[config.mk]
export PLATFORM = sky130hd
export DESIGN_NAME = gray_step_arbiter
export DESIGN_NICKNAME = d
export VERILOG_FILES = /design/src/rtl/gray_pkg.sv /design/src/rtl/gray_core.sv /design/src/rtl/gray_step_arbiter.sv
export SDC_FILE = /design/constraint.sdc
export NUM_CORES = 1
export LEC_CHECK = 0
export CAP_MARGIN = 20
export CORE_MARGIN = 3
export CORE_UTILIZATION = 54
export DETAILED_ROUTE_END_ITERATION = 10
export PLACE_DENSITY = 0.85
export SYNTH_ARGS = -nofsm -noshare
export SYNTH_HDL_FRONTEND = slang
export SYNTH_HIERARCHICAL = 1
export SYNTH_SLANG_ARGS = --single-unit
[constraint.sdc]
create_clock -name Clk -period 4.8 [get_ports Clk]
set_input_delay 0.96 -clock Clk [delete_from_list [all_inputs] [get_ports Clk]]
set_output_delay 0.96 -clock Clk [all_outputs]
set_load 0.005 [all_outputs]
[src/rtl/gray_pkg.sv]
// Shared definitions for the Gray-code step arbiter: state encoding, counter width
// and the Gray successor function.
package gray_pkg;

  localparam int unsigned GRAY_W = 3;

  typedef enum logic [1:0] {
    IDLE = 2'd0,
    RUN  = 2'd1,
    DONE = 2'd2
  } state_e;

  // 000>001>011>010>110>111>101>100>000
  function automatic logic [GRAY_W-1:0] gray_next(input logic [GRAY_W-1:0] cur);
    logic [GRAY_W-1:0] nxt;
    unique case (cur)
      3'b000:  nxt = 3'b001;
      3'b001:  nxt = 3'b011;
      3'b011:  nxt = 3'b010;
      3'b010:  nxt = 3'b110;
      3'b110:  nxt = 3'b111;
      3'b111:  nxt = 3'b101;
      3'b101:  nxt = 3'b100;
      3'b100:  nxt = 3'b000;
      default: nxt = 3'b000;
    endcase
    return nxt;
  endfunction

endpackage

[src/rtl/gray_core.sv]
// 3-bit Gray step counter; advances one code per enabled cycle and latches a
// sticky overflow on the 100->000 wrap.
module gray_core
  import gray_pkg::*;
(
  input  logic              Clk,
  input  logic              Reset,
  input  logic              En,
  output logic [GRAY_W-1:0] Gray,
  output logic              Overflow
);

  always_ff @(posedge Clk) begin
    if (Reset) begin
      Gray     <= '0;
      Overflow <= 1'b0;
    end else if (En) begin
      Gray <= gray_next(Gray);
      if (Gray == 3'b100) Overflow <= 1'b1;
    end
  end

endmodule

[src/rtl/gray_step_arbiter.sv]
// Round-robin arbiter granting a shared Gray step counter to one requester at a
// time for a latched number of steps, with a one-cycle Done pulse per transaction.
module gray_step_arbiter
  import gray_pkg::*;
#(
  parameter int unsigned N_REQ  = 4,
  parameter int unsigned STEP_W = 4
) (
  input  logic                    Clk,
  input  logic                    Reset,
  input  logic [N_REQ-1:0]        Req,
  input  logic [N_REQ*STEP_W-1:0] Steps,
  output logic [N_REQ-1:0]        Grant,
  output logic [N_REQ-1:0]        Done,
  output logic                    Busy,
  output logic [GRAY_W-1:0]       Gray,
  output logic                    Overflow
);

  localparam int unsigned PTR_W = $clog2(N_REQ);

  state_e            state;
  logic [PTR_W-1:0]  ptr;
  logic [PTR_W-1:0]  owner;
  logic [STEP_W-1:0] remaining;

  logic [PTR_W-1:0]  pick;
  logic [N_REQ-1:0]  pick_oh;
  logic [STEP_W-1:0] pick_steps;
  logic              en;

  // First set Req bit searching from start upward, wrapping at N_REQ.
  function automatic logic [PTR_W-1:0] rr_pick(input logic [N_REQ-1:0] req,
                                               input logic [PTR_W-1:0] start);
    logic [PTR_W-1:0] sel;
    logic             found;
    int unsigned      idx;
    sel   = '0;
    found = 1'b0;
    for (int unsigned k = 0; k < N_REQ; k++) begin
      idx = int'(start) + k;
      if (idx >= N_REQ) idx = idx - N_REQ;
      if (!found && req[idx]) begin
        found = 1'b1;
        sel   = PTR_W'(idx);
      end
    end
    return sel;
  endfunction

  always_comb begin
    pick       = rr_pick(Req, ptr);
    pick_oh    = {{(N_REQ-1){1'b0}}, 1'b1} << pick;
    pick_steps = '0;
    for (int unsigned i = 0; i < N_REQ; i++) begin
      if (PTR_W'(i) == pick) pick_steps = Steps[i*STEP_W +: STEP_W];
    end
  end

  assign en   = (state == RUN);
  assign Busy = (state != IDLE);

  always_ff @(posedge Clk) begin
    if (Reset) begin
      state     <= IDLE;
      ptr       <= '0;
      owner     <= '0;
      remaining <= '0;
      Grant     <= '0;
      Done      <= '0;
    end else begin
      unique case (state)
        IDLE: begin
          if (|Req) begin
            owner     <= pick;
            remaining <= pick_steps;
            Grant     <= pick_oh;
            if (pick_steps == '0) begin
              state <= DONE;
              Done  <= pick_oh;
            end else begin
              state <= RUN;
            end
          end
        end
        RUN: begin
          remaining <= remaining - STEP_W'(1);
          // This cycle issues the final step.
          if (remaining == STEP_W'(1)) begin
            state <= DONE;
            Done  <= Grant;
          end
        end
        DONE: begin
          Done  <= '0;
          Grant <= '0;
          ptr   <= (owner == PTR_W'(N_REQ - 1)) ? '0 : owner + PTR_W'(1);
          state <= IDLE;
        end
        default: state <= IDLE;
      endcase
    end
  end

  gray_core u_core (
    .Clk      (Clk),
    .Reset    (Reset),
    .En       (en),
    .Gray     (Gray),
    .Overflow (Overflow)
  );

endmodule
; After elaboration in Yosys (flattened, before gate mapping)
; Memory sizes are Yosys's and may differ from the RTL's. A register that Yosys moved wholly into a read port is not among the register bits.
; Cells that the tools add are included.
[totals]
input_bits = 22
romBits = 24
regBits = 19
wordCells = 93
output_inout_bits = 13
memories = 1
[mem_list]
columns = name, depth, width, read_ports, rd_clocked_by_memory_dff, write_ports, line
row1 = (name not given), 8, 3, 1, 1, 0, gray_pkg.sv:16  ; unique case (cur)
[classes]
shifts = 1
reduce_logical = 20
n_lt_le_gt_ge = 8
muxes = 36
n_eq_ne = 11
n_addsub = 9
[ops]
columns = operator, count
row1 = 32-bit by 3-bit less-than comparator with 1-bit output (second input constant), 4
row2 = 32-bit 2-to-1 mux, 4
row3 = 4-bit 2-to-1 mux, 9
row4 = 2-bit 2-to-1 mux, 8
row5 = 4-bit case mux with 2 select lines, 2
row6 = 4-bit case mux with 3 select lines, 1
row7 = 3-bit by 3-bit subtractor with 4-bit output (second input constant), 3
row8 = 2-bit AND reduction, 5
row9 = 3-bit >= comparator (second input constant), 3
row10 = 1-bit binary-select mux with 2-bit select, 4
row11 = 1-bit 2-to-1 mux, 7
row12 = 2-bit by 2-bit adder with 3-bit output (second input constant), 2
row13 = 2-bit nonzero test, 3
row14 = 2-bit == test (first input constant), 2
row15 = 2-bit == test (second input constant), 2
row16 = 4-bit by 1-bit == test with 1-bit output (second input constant), 1
row17 = 2-bit zero test, 2
row18 = 4-bit zero test, 1
row19 = 2-bit inequality test (second input constant), 2
row20 = 2-bit case mux with 2 select lines, 1
row21 = 4-bit AND reduction, 1
row22 = 4-bit OR reduction, 1
row23 = 1-bit by 2-bit left shift with 4-bit output (first input constant), 1
row24 = 2-bit by 3-bit subtractor with 4-bit output (second input constant), 1
row25 = 11 further kinds, 15

; Logic depth before layout (Yosys ltp)
[depth]
word_depth = 23
depth_mapped = 9
ltp_nobuf = 8

; Modules after synthesis
; Netlist, hierarchy kept.
[modules_own_cells]
columns = module, n_inst, seq_area_each_um2, cells_each, area_each_um2
row1 = gray_step_arbiter, 1, 360.3, 191, 1408.9
row2 = gray_core, 1, 80.1, 16, 165.2

; Least setup slack after synthesis
; Ideal clock, no wire load.
[synth_timing]
path_type = in2reg
start = in Req[2]
end = reg Done[3]
cell_stages = 8
setup_ns = 0.133
slack_ns = 1.934
arrival_ns = 2.734
path_buffers = 1
t_required_ns = 4.667
cell_sequence = nor2b_1 > or4_4 > buf_6 > nand3_1 > o211ai_2 > a2111oi_4 > nand3b_1 > a31oi_1
[synth_between]
elab_chain_len = 20
word_cells_on_any_way = 38
classes_between = eq/ne: 5 / shift: 1 / mux: 22 / reduce/logical: 10
[synth_rtl]
columns = element, line
row1 = from (decl), gray_step_arbiter.sv:11  ; input logic [N_REQ-1:0] Req,
row2 = 1-bit binary-select mux with 2-bit select, gray_step_arbiter.sv:43  ; if (!found && req[idx]) begin
row3 = 1-bit 2-to-1 mux (not written as such), gray_step_arbiter.sv:43
row4 = 1-bit 2-to-1 mux, gray_step_arbiter.sv:43
row5 = 1-bit zero test, gray_step_arbiter.sv:43
row6 = 1-bit logical AND, gray_step_arbiter.sv:43
row7 = 1-bit 2-to-1 mux, gray_step_arbiter.sv:43
row8 = 1-bit zero test, gray_step_arbiter.sv:43
row9 = 1-bit logical AND, gray_step_arbiter.sv:43
row10 = 1-bit 2-to-1 mux, gray_step_arbiter.sv:43
row11 = 1-bit zero test, gray_step_arbiter.sv:43
row12 = 1-bit logical AND, gray_step_arbiter.sv:43
row13 = 2-bit 2-to-1 mux, gray_step_arbiter.sv:43
row14 = 2-bit zero test, gray_step_arbiter.sv:56  ; if (PTR_W'(i) == pick) pick_steps = Steps[i*STEP_W +: STEP_W];
row15 = 4-bit 2-to-1 mux (4 in series), gray_step_arbiter.sv:56
row16 = 4-bit zero test, gray_step_arbiter.sv:78  ; if (pick_steps == '0) begin
row17 = 2-bit inequality test (no source line), --
row18 = 4-bit AND reduction (no source line), --
row19 = to (signal assigned), gray_step_arbiter.sv:80  ; Done <= pick_oh;
row20 = to (signal assigned), gray_step_arbiter.sv:91  ; Done <= Grant;
row21 = to (decl), gray_step_arbiter.sv:14  ; output logic [N_REQ-1:0] Done,
; Parallel ways exist; a longest one is shown, timed or not. The select of a mux whose other input is x is not followed.
; A chain may end at the register's enable or synchronous reset.

; Worst setup path after layout
[layout_timing]
start = in Req[2]
end = reg Done[0]
; The elaborated chain is that of the path after synthesis.

==> reports/metrics.cfg <==
[sta]
rsz0062_at_grt=false
setup_viol=0
worst_slew_pin_slew_ns=0.817
clock.fmax_ghz=0.295
relSlewSlack=0.454
min_period_ns=3.39
hold_ws_ns=0.490
drv_slew=0
hold_violations=0
worst_clock_skew_ns=0.00337
finalCritPeriodShare=0.706
tns_ns=0

[cts]
cts_root_buffer=clkbuf_4
clk_latency_ns=0.32
holdBufCountCts=0
clkTransAtPathRegs_ns=0.13
ctsResizeCount=0
clk_path_buf_depth=2
cts_sinks=22
cts_htree_levels=1
cts_setup_buffers=0
cts_tree=built
cts_made_buffers=3

[global_route]
grt_max_degree=23
grt_overflow=0
antenna_found_initial=0
grt_pass1_vias=1530
grtUsageTotal=0.248
grt_pass1_wl_mm=6.85

[cells_and_area]
area_growth_pct=24.2
layout-drive-gt1-share=0.0553
nNetsFinal=264
final.fill_count=198
antenna_cells=0
utilization=0.748
seq_area_um2=440
multiInputGateArea_um2=1040

[placement]
dp_hpwl_mm=3.14
port_buffers=34
routabilityCongestion=0.907

[die]
die_w_um=60.0
io_pins=35
start_util=0.602
die_area_um2=3600
fp.dieH_um=60.0
rows=18
core_um2=2610

[synthesis]
synth_fp_nets=235
synth_top_cells_by_count=dfxtp_1 (22), nor2_1 (22), nand3_1 (17), nand2_1 (16), a21oi_1 (15)
postSynthAreaPerCell_um2=7.60
synth.distinct_cells=45
syn_area_um2=1570
synth.top_cell.area_share=0.280
synth_flop_cell=dfxtp_1
synth_edf_count=0
synthArstFlopShare=0
ys_seq_elements=22
syn_inst=207
synthTopCellsByArea=dfxtp_1 (28%), nand3_1 (5.4%), nor2_1 (5.2%)
yosysWarnings=6
yosysSeqAreaShare=0.280
yosysTopAreaCell=dfxtp_1

[route]
finalWirelength_mm=4.19
via_per_inst=6.23
ant_nets=0
via_count=1650
first_pass_iters=4
drcViolationCount=0
drt_iter0_markers=111
wl_per_cell_um=15.8

[worst_setup_path]
arrival_ns=3.57
path_max_fanout=10
cp-end-kind=register
startpoint_type=primary input
worst_ep_required_time_ns=4.98
path_class=in2reg

[job]
max_cap_viol_count=0

[run_status]
outcome=completed

[worst_hold_path]
hp-class=reg2reg

[pwr]
vdd_drop_max_mv=0.519
leakagePower_nw=0.706
cellPowerDensity_nw_per_um2=477
p_total_mw=0.932

==> flip-flops by register name (all words and copies together), names as in the netlist, named ones only <==
register         count
Grant                4
u_core/Gray          1
Done                 4
state                2
remaining            4
ptr                  2
u_core/Overflow      1
owner                2
==> per-layer routing <==
metal,wire length [um],vias up,GRT usage
li1,-,817,-
met1,1780,756,0.322
met2,2100,65,0.407
met3,235,12,0.0497
met4,78,0,0.0854
met5,0,-,0
==> per-stage QoR <==
step	worst slack (ns)	area, um^2	std cells
after floorplan	1.93	1570	207
after global placement	1.27	1900	261
after detailed placement	1.11	1900	261
after CTS	1.46	1950	265
after global routing	1.21	1950	265
final	1.41	1950	265
==> critical path, cell delays in order <==
cell	delay, ns
clkdlybuf4s50_1	0.58
nor2b_1	0.37
a211o_1	0.23
and2_1	0.32
a32oi_1	0.24
a2111oi_4	0.58
nand3b_1	0.19
a31oi_1	0.09
==> power by group <==
group	internal, mW	leakage (nW)	switching, mW
Sequential	0.227	0.180	0.0465
Combinational	0.213	0.498	0.300
Clock	0.0844	0.0279	0.0608
Total	0.525	0.706	0.407
==> layout make-up <==
type | count | share of cell area
multi-input combinational | 164 | 0.533
timing repair buffer | 34 | 0.174
clock buffer | 3 | 0.0115
tap | 30 | 0.0192
inverter | 11 | 0.0211
sequential | 22 | 0.225
clock inverter | 1 | 0.0154
==> layout by cell type (no fill, tap or decap), types with 5 or more instances in the layout <==
cell,n
clkdlybuf4s50_1,34
a21oi_1,15
nand3_1,17
inv_1,11
ha_1,6
a31oi_1,5
mux2i_1,6
nand2_1,16
dfxtp_1,22
nor2_1,22
nor2b_1,7
nor4_1,6
o21ai_0,11
a22oi_1,5
==> final timing paths <==
| check | from | end | slack [ns] | depth (start not counted) |
|---|---|---|---|---|
| worst max-delay path | Req[2] | Done[0]$_SDFFE_PP0P_ | 1.41 | 8 |
| worst min register to register | u_core/Overflow$_SDFFE_PP0P_ | u_core/Overflow$_SDFFE_PP0P_ | 0.49 | 2 |
| worst min-delay path | u_core/Overflow$_SDFFE_PP0P_ | u_core/Overflow$_SDFFE_PP0P_ | 0.49 | 2 |
| worst max register to register | ptr[1]$_SDFFE_PP0P_ | Done[0]$_SDFFE_PP0P_ | 2.07 | 7 |
==> logic make-up after synthesis <==
| family | share of synthesized area |
|---|---|
| adder cells (fa/ha/maj) | 0.0477 |
| AND/OR/NAND/NOR | 0.315 |
| AO/OA/AOI/OAI | 0.256 |
| flip-flops | 0.280 |
| XOR/XNOR | 0.00557 |
| buffers and inverters | 0.0580 |
| multiplexers | 0.0382 |
Note: power is estimated with default switching activity, not from simulation.
==> RTL change: new RTL, same settings <==
`GRAY_W`: 3 -> 6.
--- a/src/rtl/gray_pkg.sv
+++ b/src/rtl/gray_pkg.sv
@@ -3,5 +3,5 @@
 package gray_pkg;
 
-  localparam int unsigned GRAY_W = 3;
+  localparam int unsigned GRAY_W = 6;
 
   typedef enum logic [1:0] {
Ports: changed (resized Gray); port bits go from 35 to 38. No check against the original RTL was run, so the function may have changed too.
==> RTL change against the original RTL <==
  * Design area rose by 7.1%
  * Area after synthesis grew 11%
  * Clock power down 33%
  * Worst setup slack better by 0.064 ns
  * Via count rose by 2.0%
  * Hold slack worse by 0.0051 ns
  * Routed wire length is 4.7% lower
  * Total power up 0.85%
  * Synthesized cell count is 9.7% higher
  * Count of clock-buffer cells in the layout unchanged
  * Sequential cell count is 3 higher
  * Sequential power is 14% higher
  * First-iteration DRC count down 3.6%
==> RTL change: results (changes against the original RTL) <==
Run status
  • Outcome: completed

Place
  • Dpl hpwl: 3.04 mm (-3.1%)
  • DP Worst Slack: 1.13 ns (+0.0169 ns)
  • Gpl congestion: 0.872 (-3.9%)

Global routing
  • Vias in the first global route: 1522 (-0.52%)
  • Total track usage: 20.9% (-3.9 points)

Drt
  • Drt via density: 5.69 (-8.7%)
  • Initial drt markers: 107 (-3.6%)
  • Routed len/inst: 13.5 um (-15%)

Synthesis
  • Cell variety after synth: 48 (+6.7%)
  • Synth top cells by count: nor2_1, dfxtp_1, nand3_1
  • Post-synthesis mux area share: 3.43% (-0.38 points)
  • Post-Synth Adder-Cell Area: 4.29% (-0.48 points)
  • Area fraction in compound gates after synthesis: 24.8% (-0.78 points)
  • Post-synthesis sequential area ratio: 28.6% (+0.63 points)
  • Post-Synth XOR/XNOR Area: 1.00% (+0.44 points)

STA
  • Hold WS: 0.485 ns (-0.00509 ns)
  • Worst Skew: 0.00806 ns (+0.00468 ns)

Power and ir drop
  • Sw Pwr: 425 uW (+4.4%)
  • Peak supply drop: 0.255 mV (-51%)
  • Leakage: 0.000739 uW (+4.7%)
  • Pwr Density: 449 nW/um^2 (-5.8%)

Critical path
  • FF-to-FF End: Done[3]$_SDFFE_PP0P_
  • Crit path DAT: 3.57 ns (about the same)
  • Worst R2R Setup Slack: 2.05 ns (-0.02 ns)

Layout
  • Final #Nets: 281 (+6.4%)
  • Fill count: 274 (+38%)
## RTL change: layer usage
| metal | share of wire (%) | global-route usage [%] | up-vias |
|---|---|---|---|
| li1 | - | - | 876 |
| met1 | 47 | 28.4 | 757 |
| met2 | 47 | 32.7 | 40 |
| met3 | 4.2 | 4.50 | 10 |
| met4 | 2.4 | 7.16 | 0 |
| met5 | 0 | 0 | - |
## RTL change: critical path, stage by stage
cell and delay [ns]:
clkdlybuf4s50_1 0.56, nor2b_1 0.35, a211o_1 0.22, and2_1 0.30, a32oi_1 0.23, a2111oi_4 0.60
nand3_1 0.15, a31oi_1 0.18
## RTL change: worst max path at each step
stage	startpoint	end	slack, ns	depth (start not counted)
final	Req[2]	Done[3]$_SDFFE_PP0P_	1.47	8
after global routing	Req[2]	Done[2]$_SDFFE_PP0P_	1.21	8
after CTS	Req[2]	Done[0]$_SDFFE_PP0P_	1.48	8
after detailed placement	Req[2]	Done[0]$_SDFFE_PP0P_	1.13	8
after global placement	Req[1]	Done[0]$_SDFFE_PP0P_	1.21	8
after floorplan	Req[2]	Done[3]$_SDFFE_PP0P_	1.93	8
## RTL change: logic make-up after synthesis
logic type / count (synthesis)
xor gates and xnor gates: 2
muxes: 6
AOI/OAI and AO/OA: 63
other: 1
adders and majority gates: 6
and+or+nand+nor: 98
buffers and inverters: 26
DFF: 25
## RTL change: final cells by class
| cell class | count | area share, % |
|---|---|---|
| Multi-Input combinational cell | 178 | 53.8 |
| Sequential cell | 25 | 23.9 |
| Inverter | 11 | 1.97 |
| Tap cell | 44 | 2.63 |
| Timing Repair Buffer | 34 | 16.3 |
| Clock buffer | 3 | 1.08 |
| Clock inverter | 1 | 0.359 |
## RTL change: power groups by stage
stage	logic, uW	registers [uW]	clock network, uW
floorplan	402	304	0
CTS	531	311	100
detailed placement	527	316	0
global placement	523	315	0
finish	531	312	96.6
global route	596	322	111
## RTL change: metrics by stage
step | cells | util [%]
6_report | 296 | 68.0
5_1_grt | 296 | 68.0
4_1_cts | 296 | 68.0
3_5_place_dp | 292 | 67.0
3_3_place_gp | 292 | 67.0
2_1_floorplan | 229 | -
